### src/rtl/root_access_ctrl.sv
// Root-side access controller: packs host writes/read requests into credit-controlled flits for
// the root router LOCAL port and buffers returning read responses for the host.
module root_access_ctrl #(
    parameter int unsigned DATA_W       = 16,
    parameter int unsigned ADDR_W       = 16,
    parameter int unsigned CREDIT_DEPTH = 4,
    parameter int unsigned RSP_DEPTH    = 4,
    localparam int unsigned FLIT_W      = 2 + ADDR_W + DATA_W
) (
    input  logic              clk,
    input  logic              rst,
    input  logic              write_en,
    input  logic [ADDR_W-1:0] write_addr,
    input  logic [DATA_W-1:0] write_data,
    output logic              write_rdy,
    input  logic              read_en,
    input  logic [ADDR_W-1:0] read_addr,
    output logic              read_rdy,
    output logic              read_data_vld,
    output logic [DATA_W-1:0] read_data,
    input  logic              read_data_rdy,
    output logic              out_data_valid,
    output logic [FLIT_W-1:0] out_data,
    input  logic              downstream_credit,
    input  logic              in_data_valid,
    input  logic [FLIT_W-1:0] in_data,
    output logic              upstream_credit,
    output logic              err
);

    localparam int unsigned CW = $clog2(CREDIT_DEPTH + 1);
    localparam int unsigned OW = $clog2(RSP_DEPTH + 1);
    localparam int unsigned PW = $clog2(RSP_DEPTH);

    localparam logic [1:0] TypeWrite   = 2'b01;
    localparam logic [1:0] TypeReadReq = 2'b10;
    localparam logic [1:0] TypeReadRsp = 2'b11;

    localparam logic [CW-1:0] CreditMax = CW'(CREDIT_DEPTH);
    localparam logic [OW-1:0] RspMax    = OW'(RSP_DEPTH);

    typedef enum logic {PriWrite, PriRead} pri_e;

    pri_e              pri_q, pri_d;
    logic [CW-1:0]     credit_q, credit_d;
    logic [OW-1:0]     outst_q, outst_d;
    logic [OW-1:0]     count_q, count_d;
    logic [PW-1:0]     wr_ptr_q, rd_ptr_q;
    logic [DATA_W-1:0] mem [RSP_DEPTH];
    logic              out_valid_q;
    logic [FLIT_W-1:0] out_flit_q, flit_d;
    logic              upc_q;
    logic              err_q, err_d;

    logic w_ok, r_ok, grant_w, grant_r, issue;
    logic pop, push, rsp_valid, unsolicited, credit_sat, credit_inc;
    logic [1:0] in_type;

    assign in_type     = in_data[FLIT_W-1 -: 2];
    assign rsp_valid   = in_data_valid && (in_type == TypeReadRsp);
    // Every buffered or in-flight response belongs to an outstanding read; none left means rogue.
    assign unsolicited = (count_q == outst_q);
    assign push        = rsp_valid && !unsolicited;
    assign pop         = (count_q != '0) && read_data_rdy;
    assign credit_sat  = downstream_credit && (credit_q == CreditMax);
    assign credit_inc  = downstream_credit && !credit_sat;

    // rst gates the grants so nothing is reported accepted while reset is asserted.
    assign w_ok = rst && write_en && (credit_q != '0);
    assign r_ok = rst && read_en && (credit_q != '0) && (outst_q < RspMax);

    always_comb begin
        pri_d   = pri_q;
        grant_w = w_ok && (!r_ok || pri_q == PriWrite);
        grant_r = r_ok && (!w_ok || pri_q == PriRead);
        if (w_ok && r_ok) begin
            pri_d = (pri_q == PriWrite) ? PriRead : PriWrite;
        end
    end

    assign issue = grant_w || grant_r;

    always_comb begin
        credit_d = credit_q;
        unique case ({issue, credit_inc})
            2'b10:   credit_d = credit_q - CW'(1);
            2'b01:   credit_d = credit_q + CW'(1);
            default: credit_d = credit_q;
        endcase

        outst_d = outst_q;
        unique case ({grant_r, pop})
            2'b10:   outst_d = outst_q + OW'(1);
            2'b01:   outst_d = outst_q - OW'(1);
            default: outst_d = outst_q;
        endcase

        count_d = count_q;
        unique case ({push, pop})
            2'b10:   count_d = count_q + OW'(1);
            2'b01:   count_d = count_q - OW'(1);
            default: count_d = count_q;
        endcase

        flit_d = grant_w ? {TypeWrite, write_addr, write_data}
                         : {TypeReadReq, read_addr, {DATA_W{1'b0}}};

        err_d = err_q || credit_sat || (rsp_valid && unsolicited)
                || (in_data_valid && in_type != TypeReadRsp);
    end

    always_ff @(posedge clk or negedge rst) begin
        if (!rst) begin
            pri_q       <= PriWrite;
            credit_q    <= CreditMax;
            outst_q     <= '0;
            count_q     <= '0;
            wr_ptr_q    <= '0;
            rd_ptr_q    <= '0;
            out_valid_q <= 1'b0;
            out_flit_q  <= '0;
            upc_q       <= 1'b0;
            err_q       <= 1'b0;
        end else begin
            pri_q       <= pri_d;
            credit_q    <= credit_d;
            outst_q     <= outst_d;
            count_q     <= count_d;
            out_valid_q <= issue;
            upc_q       <= pop;
            err_q       <= err_d;
            if (issue) begin
                out_flit_q <= flit_d;
            end
            if (push) begin
                wr_ptr_q <= wr_ptr_q + PW'(1);
            end
            if (pop) begin
                rd_ptr_q <= rd_ptr_q + PW'(1);
            end
        end
    end

    // Response storage needs no reset; validity comes from count_q.
    always_ff @(posedge clk) begin
        if (push) begin
            mem[wr_ptr_q] <= in_data[DATA_W-1:0];
        end
    end

    assign write_rdy       = grant_w;
    assign read_rdy        = grant_r;
    assign read_data_vld   = (count_q != '0);
    assign read_data       = mem[rd_ptr_q];
    assign out_data_valid  = out_valid_q;
    assign out_data        = out_flit_q;
    assign upstream_credit = upc_q;
    assign err             = err_q;

endmodule
### config.mk
export PLATFORM = sky130hd
export DESIGN_NAME = root_access_ctrl
export DESIGN_NICKNAME = d
export VERILOG_FILES = /design/src/rtl/root_access_ctrl.sv
export SDC_FILE = /design/constraint.sdc
export NUM_CORES = 1
export LEC_CHECK = 0
export BUFFER_PORTS_ARGS = -buffer_cell sky130_fd_sc_hd__buf_4
export CAP_MARGIN = 20
export CORE_ASPECT_RATIO = 1.4
export CORE_UTILIZATION = 30
export DETAILED_ROUTE_END_ITERATION = 8
export PLACE_DENSITY_LB_ADDON = 0.15
export SYNTH_ARGS = -nofsm -noshare
export SYNTH_HDL_FRONTEND = slang
export SYNTH_SLANG_ARGS = --single-unit
### constraint.sdc
create_clock -name clk -period 2.6 [get_ports clk]
set_input_delay 0.13 -clock clk [delete_from_list [all_inputs] [get_ports clk]]
set_output_delay 0.13 -clock clk [all_outputs]
set_load 0.02 [all_outputs]
# Word level (Yosys, flattened, before mapping)
# Memories as Yosys holds them, arrays and structs flattened.
# Cells that the tools add are included.
# totals
reg_bits,51
latchBits,0
mem_bits_rw,64
rom_bits,0
out_inout_bits,56
wordCells,68
n_memories,1
# mem_list
name,words,width,read_ports,rd_clocked_by_memory_dff,write_ports,line_no,text
mem,4,16,1,0,1,49,logic [DATA_W-1:0] mem [RSP_DEPTH];
# op_classes
n_addsub,8
multipliers,0
div,0
magnitude_cmp,1
eq_ne,10
shifts,0
muxes,7
bitwise_logic,1
n_reduce_logical,30
# ops
cell,n
$mux W34,1
$pmux W3 S2,3
$logic_and A1 B1 Y1,15
$add A3 B1 Y3 const B,3
$sub A3 B1 Y3 const B,3
$eq A2 B2 Y1 const B,4
$eq A2 B1 Y1 const B,3
$logic_or A1 B1 Y1,6
$reduce_bool A2 Y1,3
$reduce_bool A3 Y1,2
$add A2 B1 Y2 const B,2
$logic_not A1 Y1,4
$eq A3 B3 Y1,1
$eq A3 B3 Y1 const B,1
$lt A3 B3 Y1 const B,1
$mux W1,3
$ne A2 B2 Y1 const B,1
$not A1 Y1,1

# Logic depth before layout (Yosys ltp)
# Gate-level depths: netlist (run 1).
# depth
ltp_word,9
ltp_mapped,10
mapped_depth_nobuf,9

# Least setup slack after synthesis (run 1)
# No wires, ideal clock.
# synth_timing
path_type,reg2reg
startpoint,register credit_q[0]
endpoint,register credit_q[2]
setup_time_ns,0.075
t_arrival_ns,2.193
t_required_ns,2.525
setup_slack_ns,0.332
stages_incl_launch_ff,10
path_buffers,1
period_less_slack_ns,2.268
path_cell_list,dfrtp_1 or3_4 o211ai_4 buf_2 ha_1 inv_1 fa_1 xor2_1 nor2_1 xor2_1
# synth_between
elab_chain_cells,9
word_cells_on_any_way,21
cone_classes,2 x add/sub; 3 x eq/ne; 1 x mux; 15 x reduce/logical
# synth_lines
item,line_no,text
from (decl),45,"logic [CW-1:0] credit_q, credit_d;"
from (signal assigned),115,credit_q <= CreditMax;
from (signal assigned),126,credit_q <= credit_d;
$reduce_bool A3 Y1,"69, 70",
$logic_and A1 B1 Y1 (2 in series),70,assign r_ok = rst && read_en && (credit_q != '0) && (outst_q < RspMax);
$logic_not A1 Y1,74,grant_w = w_ok && (!r_ok || pri_q == PriWrite);
$logic_or A1 B1 Y1,74,
$logic_and A1 B1 Y1,74,
$logic_or A1 B1 Y1,81,assign issue = grant_w || grant_r;
$eq A2 B1 Y1 or $eq A2 B2 Y1 (tied branches),85,"unique case ({issue, credit_inc})"
$pmux W3 S2 or $reduce_bool A2 Y1 (tied branches),-,
# Parallel ways exist; a longest one is shown, timed or not.
# A chain may end at the register's enable or synchronous reset.

# Worst setup path after layout (run 1)
# layout_timing
startpoint,register credit_q[2]
endpoint,output port write_rdy
# layout_between
elab_chain_cells,6
word_cells_on_any_way,7
cone_classes,7 x reduce/logical
# layout_lines
item,line_no,text
$reduce_bool A3 Y1 (*),"69, 70",
$logic_and A1 B1 Y1 (2 in series),70,
$logic_not A1 Y1,74,
$logic_or A1 B1 Y1,74,
$logic_and A1 B1 Y1 (*),74,
to (decl),15,"output logic write_rdy,"
# Mark *: on every way between the ends. The rest lies on a longest branch, timed or not.

==> results.yml, run 1 <==
place:
  io_buffers: 128
  finalWeightedCongestion: 0.712
  dpl.cell_count: 584
  dp_hpwl_um: 7030
grt:
  grt_max_degree: 25
  met1_usage_pct: 15.3
  grt.overflow.total: 0
  use_met3_pct: 4.81
  grtUsageMet2_pct: 23.7
  grt_pass1_wl_um: 16600
  antenna_found_initial: 0
  busiest_layer: "met2"
  track_usage_pct: 13.7
  grt_pass1_vias: 3335
cells_and_area:
  drive_above_1_share_pct: 43.8
  final_common_cell: "buf_4"
  syn_to_final_growth_pct: 49.5
  final_cells: 665
  antennaDiodeCount: 0
  final_cell_mix: "buf_4 (139), edfxtp_1 (64), dfrtp_1 (50), dlygate4sd3_1 (49), clkbuf_16 (17)"
  final_util_pct: 46.5
  nNetsFinal: 559
route:
  drc: 0
  drtIter0Drc: 92
  wire_per_inst_um: 15.5
  postRouteAntennaNets: 0
  num_vias: 3053
  dr.pass1.iters: 4
  drt_wl_total_um: 10300
  routed_via_density: 4.59
power:
  power_frac_comb_pct: 34.0
  power.switching_w: 0.00251
  switching_share_pct: 31.7
  clockPowerShare_pct: 32.2
  p_int_w: 0.00542
  max-vdd-ir-drop_v: 0.000453
  pwr-share-seq_pct: 33.8
  p_leak_nw: 2.92
  power_density_nw_per_um2: 1120
worst_setup_path:
  critical_path_class: "flip-flop to output port"
  cp_data_required_time_ps: 2470
  setup.worst_path.start_class: "flip-flop"
  crit_path_max_fanout: 19
  cp-end-kind: "output port"
  worstPathArrival_ps: 2150
floorplanning:
  initial_core_util_pct: 31.1
  fp.dieH_um: 151
  design.core.area_um2: 15200
  io_pins: 145
  die-area_um2: 16300
  num_rows: 53
  die_w_um: 108
sta:
  fmax_ghz: 0.438
  slew_headroom_pct: 73.6
  finalSetupViolations: 0
  fin_crit_ps: 2280
  hold_violations: 0
  setup_tns_ps: 0
  clock_skew_ps: 9.43
  rsz0062_at_grt: "no"
  post-route-period-util_pct: 87.7
  tightest_slew_ps: 396
  slew_viol_final: 0
logic_synthesis:
  async_reset_ff_share_pct: 44.3
  synth_edf_count: 64
  synthCells: 266
  syn_avg_cell_area_um2: 17.8
  yosysTopAreaCell: "edfxtp_1"
  ys_warn_count: 0
  netlist_area_um2: 4730
  synth.area.top_cells: "edfxtp_1 (41%), dfrtp_1 (26%), mux4_2 (7.6%)"
  synth.top_cell.area_share_pct: 40.7
  ys_seq_area_share_pct: 67.7
  synth_nets: 365
  synth.distinct_cells: 42
  synth_flop_cell: "edfxtp_1"
  synth_seq_cells: 115
flow_run:
  cap_violations: 0
clocking:
  clockBufferDepth: 2
  post-cts-setup-buffers: 0
  clk_pin_slew_ps: 50
  clock_sinks: 115
  cts_tree: "built"
  cts_buffers: 17
  clockRootBuffer: "clkbuf_16"
  clk_latency_ps: 410
  htreeDepth: 4
run_status:
  status: "finished, final reports clean"
hold_path:
  worstHoldPathType: "input port to flip-flop"
==> cells by family (layout without fill, tap and decap cells) <==
| logic type | Yosys count | count (layout) | synth area share (%) |
|---|---|---|---|
| buf+inv | 27 | 234 | 3.18 |
| simple gates | 36 | 36 | 5.43 |
| xor+xnor | 16 | 16 | 2.97 |
| fa+ha+maj | 10 | 10 | 3.12 |
| compound gates | 42 | 42 | 9.00 |
| flops | 115 | 115 | 67.7 |
| mux | 20 | 20 | 8.60 |
==> cell usage after synthesis (all sizes together) (3+ instances only) <==
cell	n
edfxtp	64
dfrtp	50
a22o	16
mux4	16
o221a	16
or4	16
inv	14
buf	10
xnor2	8
xor2	8
ha	7
nor2	5
and2	4
clkbuf	3
fa	3
nand2	3
or3	3
==> power groups by stage <==
| stage | registers (W) | logic [W] | clock network (W) |
|---|---|---|---|
| 3_3_place_gp | 0.00271 | 0.00266 | 0 |
| 2_1_floorplan | 0.00292 | 0.00147 | 0 |
| 3_5_place_dp | 0.00270 | 0.00270 | 0 |
| 5_1_grt | 0.00275 | 0.00294 | 0.00269 |
| 4_1_cts | 0.00269 | 0.00276 | 0.00261 |
| 6_report | 0.00268 | 0.00270 | 0.00255 |
==> stage by stage <==
| stage | hold WS, ps | setup slack, ps | area [µm²] | power (W) |
|---|---|---|---|---|
| floorplan | -166 | 332 | 4730 | 0.00439 |
| global placement | -10.5 | 474 | 5920 | 0.00537 |
| detailed placement | -6.97 | 451 | 5920 | 0.00540 |
| CTS | 1.73 | 69.5 | 7060 | 0.00805 |
| global route | 20.4 | 191 | 7060 | 0.00838 |
| finish | 16.0 | 319 | 7060 | 0.00793 |
==> per-layer routing <==
layer,up-vias,share of wire [%]
li1,1439,-
met1,1503,40
met2,102,53
met3,9,6.0
met4,0,1.0
met5,-,0
==> worst paths after layout <==
path                               start      endpoint  slack, ps  depth (start not counted)
setup / recovery             credit_q[2]     write_rdy        320                          5
hold / removal             write_addr[7]  out_data[23]         20                          2
setup reg to reg              outst_q[2]    count_q[2]        440                          9
hold reg to reg                    pri_q         pri_q        490                          1
max in group asynchronous            rst   out_data[3]       1920                          3
min in group asynchronous            rst         pri_q        120                          2
==> worst max-delay path, cell delays in order (launching register included) <==
cell	delay, ps
dfstp_2	580
nor3_2	70
buf_4	200
a211o_2	480
inv_4	230
buf_4	180
==> timing repair <==
item | 4_1_cts | 5_1_grt
endpoints found under the setup margin | 0 | 1
hold endpoints to repair | 147 | 0
hold buffers | 49 | 0
gates resized for setup | 0 | 1
==> cell type report <==
class / count / area [µm²]
repair buffers: 188 / 1530
inverters: 14 / 57.6
fillers: 1317 / 8120
clock inverters: 15 / 229
flip-flops and latches: 115 / 3200
clock buffers: 17 / 425
multi-input cells: 124 / 1380
well taps: 192 / 240
==> state kept, by name, indices dropped and copies added (netlist names) <==
name	flops
count_q	3
credit_q	3
err	1
mem	64
out_data	34
out_data_valid	1
outst_q	3
pri_q	1
rd_ptr_q	2
upstream_credit	1
wr_ptr_q	2
Note: power is estimated with default switching activity, not from simulation.
==> run 2: changes to the inputs <==
--- a/config.mk
+++ b/config.mk
@@ -5,11 +5,11 @@
 export SDC_FILE = /design/constraint.sdc
 export NUM_CORES = 1
 export LEC_CHECK = 0
-export BUFFER_PORTS_ARGS = -buffer_cell sky130_fd_sc_hd__buf_4
 export CAP_MARGIN = 20
 export CORE_ASPECT_RATIO = 1.4
 export CORE_UTILIZATION = 30
 export DETAILED_ROUTE_END_ITERATION = 8
+export DONT_BUFFER_PORTS = 1
 export PLACE_DENSITY_LB_ADDON = 0.15
 export SYNTH_ARGS = -nofsm -noshare
 export SYNTH_HDL_FRONTEND = slang
==> results.yml, run 2 (same netlist as run 1, synthesis figures left out) <==
clocking:
  clk_pin_slew_ps: 50
  clockBufferDepth: 2
  htreeDepth: 4
  clock_sinks: 115
  clk_latency_ps: 400
  cts_buffers: 17
  post-cts-setup-buffers: 0
  cts_tree: "built"
  clockRootBuffer: "clkbuf_16"
worst_setup_path:
  crit_buf_inv: 2
  crit-reg2reg-launch: "credit_q[2]"
  worstPathArrival_ps: 2690
  cp.depth: 5
  path_cells: "nor3_2, buf_4, a211o_1, o221a_2, dlygate4sd3_1"
  r2r_cells: 5
  setup.worst_path.start_class: "flip-flop"
  r2r_slack_ps: 190
  critical_path_class: "flip-flop to flip-flop"
  cp_data_required_time_ps: 2880
  crit_path_max_fanout: 19
  max_stage_delay_ps: 570
  cp-end-kind: "flip-flop"
  cpLargestDelayFamily: "compound AO/OA/AOI/OAI gates"
  cp_slowest_cell: "dfstp_2"
  reg2reg_to: "out_data[18]"
floorplanning:
  design.core.area_um2: 15200
  num_rows: 53
  initial_core_util_pct: 31.1
  fp.dieH_um: 151
  die_w_um: 108
  io_pins: 145
  die-area_um2: 16300
route:
  drt_wl_total_um: 9890
  num_vias: 2691
  postRouteAntennaNets: 0
  wire_per_inst_um: 17.9
  dr.pass1.iters: 4
  drc: 0
  routed_via_density: 4.88
  drtIter0Drc: 73
place:
  finalWeightedCongestion: 0.692
  io_buffers: 0
  dp_hpwl_um: 6270
hold_path:
  holdPathEnd: "out_data[19]"
  min_path_cells: 2
  worstHoldPathType: "input port to flip-flop"
  min_from: "read_addr[3]"
sta:
  fmax_ghz: 0.414
  hold_violations: 0
  clock_skew_ps: 9.25
  post-route-period-util_pct: 92.8
  slew_viol_final: 0
  setup_tns_ps: 0
  finalSetupViolations: 0
  rsz0062_at_grt: "no"
  tightest_slew_ps: 631
  slew_headroom_pct: 57.9
  fin_crit_ps: 2410
power:
  power_density_nw_per_um2: 1170
  max-vdd-ir-drop_v: 0.000498
  p_leak_nw: 2.33
  total_power_w: 0.00728
cells_and_area:
  final_util_pct: 41.0
  final_cell_mix: "dlygate4sd3_1 (67), edfxtp_1 (64), dfrtp_1 (50), clkbuf_16 (17)"
  final_common_cell: "dlygate4sd3_1"
  final-seq-area_um2: 3200
  drive_above_1_share_pct: 19.2
  multiInputGateArea_um2: 1380
  largest_reg_flops: 64
  syn_to_final_growth_pct: 31.8
  top_register: "mem"
  nNetsFinal: 447
  fillers: 1377
  antennaDiodeCount: 0
grt:
  track_usage_pct: 12.7
  antenna_found_initial: 0
  grt_max_degree: 52
  grt.overflow.total: 0
  grt_pass1_wl_um: 15100
  grt_pass1_vias: 2929
flow_run:
  cap_violations: 0
run_status:
  status: "finished, final reports clean"
==> run 2: changes by cell type in the layout (fill, tap and decap cells not counted), moves of 2 or more <==
cell / before / now
buf_4: 139 / 8
dlygate4sd3_1: 49 / 67
clkbuf_1: 0 / 3
clkinv_1: 0 / 3
clkinv_2: 3 / 1
clkinv_4: 4 / 2
inv_6: 2 / 0
==> run 2: how the worst max path moves through the flow <==
stage	from	endpoint	slack, ps
2_1_floorplan	credit_q[0]	credit_q[2]	330
3_3_place_gp	pri_q	outst_q[2]	410
3_5_place_dp	pri_q	outst_q[2]	340
4_1_cts	credit_q[2]	out_data[20]	180
5_1_grt	credit_q[2]	out_data[20]	70
6_report	credit_q[2]	out_data[18]	190
==> run 2: worst reg2reg max path: stages, from the launching register on <==
cell and delay [ps]:
dfstp_2 570, nor3_2 70, buf_4 200, a211o_1 530, o221a_2 370, dlygate4sd3_1 560
==> run 2: area by class of cell <==
| type | instances | share of cell area (%) |
|---|---|---|
| Inverter | 14 | 0.924 |
| Timing Repair Buffer | 76 | 12.2 |
| Tap cell | 192 | 3.86 |
| Clock inverter | 11 | 2.59 |
| Clock buffer | 20 | 7.01 |
| Multi-Input combinational cell | 124 | 22.1 |
| Sequential cell | 115 | 51.4 |
==> run 2: routing by layer <==
layer | vias to the layer above | GRT usage [%] | part of all wire, %
met2 | 112 | 23.0 | 54
li1 | 1206 | - | -
met5 | - | 0 | 0
met4 | 0 | 5.96 | 1.6
met3 | 15 | 4.16 | 6.3
met1 | 1358 | 13.2 | 38
==> run 2: timing repair <==
action                    in CTS  in global routing
gates resized for setup        0                  0
hold buffers                  68                  0
hold endpoints to repair     149                  0
==> run 2: power by group <==
part | total [W] | switching (W) | internal [W]
logic | 0.00189 | 0.000936 | 0.000953
registers | 0.00303 | 0.000661 | 0.00236
clock network | 0.00236 | 0.000774 | 0.00159
==> run 2: stage by stage <==
step | hold WS, ps | std cells | cell area, µm² | worst slack, ps
2_1_floorplan | -166 | 266 | 4730 | 332
5_1_grt | 23.3 | 552 | 6230 | 70.5
6_report | 27.7 | 552 | 6230 | 187
3_5_place_dp | -164 | 453 | 4930 | 339
3_3_place_gp | -164 | 453 | 4930 | 408
4_1_cts | 0.429 | 552 | 6230 | 177
==> run 3: changes to the inputs <==
--- a/config.mk
+++ b/config.mk
@@ -11,6 +11,7 @@
 export DETAILED_ROUTE_END_ITERATION = 8
 export DONT_BUFFER_PORTS = 1
 export PLACE_DENSITY_LB_ADDON = 0.15
+export RECOVER_POWER = 25
 export SYNTH_ARGS = -nofsm -noshare
 export SYNTH_HDL_FRONTEND = slang
 export SYNTH_SLANG_ARGS = --single-unit
==> results.yml, run 3 (same netlist as run 1, synthesis figures left out) <==
run_status:
  status: "finished, final reports clean"
route:
  drtIter0Drc: 82
  postRouteAntennaNets: 0
  routed_via_density: 4.89
  dr.pass1.iters: 4
  wire_per_inst_um: 17.9
  num_vias: 2698
  drt_wl_total_um: 9900
  drc: 0
clocking:
  clockBufferDepth: 2
  htreeDepth: 4
  cts_buffers: 17
  clock_sinks: 115
  clk_pin_slew_ps: 50
  clockRootBuffer: "clkbuf_16"
  clk_latency_ps: 400
  ctsResizeCount: 0
  cts_tree: "built"
grt:
  grt_pass1_vias: 2929
  track_usage_pct: 12.7
  grt_pass1_wl_um: 15100
  grt_max_degree: 52
  grt.overflow.total: 0
  antenna_found_initial: 0
flow_run:
  cap_violations: 0
worst_setup_path:
  r2r_slack_ps: 190
  cp_data_required_time_ps: 2880
  cp-end-kind: "flip-flop"
  critical_path_class: "flip-flop to flip-flop"
  setup.worst_path.start_class: "flip-flop"
  r2r_cells: 5
  worstPathArrival_ps: 2690
  crit-reg2reg-launch: "credit_q[2]"
  crit_path_max_fanout: 19
  reg2reg_to: "out_data[18]"
cells_and_area:
  multiInputGateArea_um2: 1380
  nNetsFinal: 447
  final_util_pct: 40.9
  drive_above_1_share_pct: 19.2
  final_common_cell: "dlygate4sd3_1"
  top_register: "mem"
  final_cell_mix: "dlygate4sd3_1 (67), edfxtp_1 (64), dfrtp_1 (50), clkbuf_16 (17)"
  largest_reg_flops: 64
  fillers: 1378
  syn_to_final_growth_pct: 31.3
  antennaDiodeCount: 0
  final-seq-area_um2: 3200
power:
  total_power_w: 0.00727
  power.switching_w: 0.00237
  power_density_nw_per_um2: 1170
  pwr-share-seq_pct: 41.6
  power_frac_comb_pct: 25.9
  max-vdd-ir-drop_v: 0.000490
  p_int_w: 0.00490
  p_leak_nw: 2.32
  clockPowerShare_pct: 32.5
  switching_share_pct: 32.6
hold_path:
  min_from: "read_addr[3]"
  worstHoldPathType: "input port to flip-flop"
  min_path_cells: 2
  holdPathEnd: "out_data[19]"
floorplanning:
  design.core.area_um2: 15200
  initial_core_util_pct: 31.1
  fp.dieH_um: 151
  num_rows: 53
  io_pins: 145
  die_w_um: 108
  die-area_um2: 16300
sta:
  slew_headroom_pct: 16.5
  setup_tns_ps: 0
  fin_crit_ps: 2410
  fin_ws_ps: 188
  rsz0062_at_grt: "no"
  fmax_ghz: 0.415
  clock_skew_ps: 9.40
  post-route-period-util_pct: 92.8
  slew_viol_final: 0
  finalSetupViolations: 0
  tightest_slew_ps: 1250
  hold_slack_ps: 27.2
  hold_violations: 0
place:
  finalWeightedCongestion: 0.692
  io_buffers: 0
  place_ws_ps: 339
  dp_hpwl_um: 6270
[run 3: cell types whose count changed in the layout (fill, tap and decap cells not counted), sizes merged]
cell / before / now
clkbuf: 20 / 21
buf: 9 / 8
[run 3: worst max-delay path: stages (launching register included)]
cell,delay [ps]
dfstp_2,580
nor3_2,70
buf_4,200
a211o_1,530
o221a_2,360
dlygate4sd3_1,560
[run 3: what timing repair did]
action	CTS	global route
setup buffers	0	0
hold buffers	68	0
endpoints found under the hold margin	149	0
[run 3: per-stage QoR]
stage,area (µm²),instances
2_1_floorplan,4730,266
3_3_place_gp,4930,453
3_5_place_dp,4930,453
4_1_cts,6230,552
5_1_grt,6210,552
6_report,6210,552
[run 3: how the worst max path moves through the flow]
stage                     slack [ps]         from  cells past startpoint           end
after floorplan                  330  credit_q[0]                      9   credit_q[2]
after global placement           410        pri_q                      8    outst_q[2]
after detailed placement         340        pri_q                      8    outst_q[2]
after CTS                        180  credit_q[2]                      5  out_data[20]
after global routing              70  credit_q[2]                      5  out_data[20]
final                            190  credit_q[2]                      5  out_data[18]
[run 3: metal layers]
metal	global-route usage (%)	routed length [µm]
met1	13.2	3720
met2	23.0	5380
met3	4.16	645
met4	5.96	158
met5	0	0
[run 3: final cells by class]
cell class / instances / share of cell area (%)
Clock buffer: 20 / 7.03
Clock inverter: 11 / 2.60
Inverter: 14 / 0.927
Multi-Input combinational cell: 124 / 22.2
Sequential cell: 115 / 51.5
Tap cell: 192 / 3.87
Timing Repair Buffer: 76 / 11.9
[run 3: power by group through the flow]
stage	Combinational [W]	Clock, W	Sequential (W)
after global routing	0.00208	0.00248	0.00309
final	0.00188	0.00236	0.00303
after CTS	0.00193	0.00244	0.00304
after floorplan	0.00147	0	0.00292
after detailed placement	0.00167	0	0.00305
after global placement	0.00164	0	0.00306
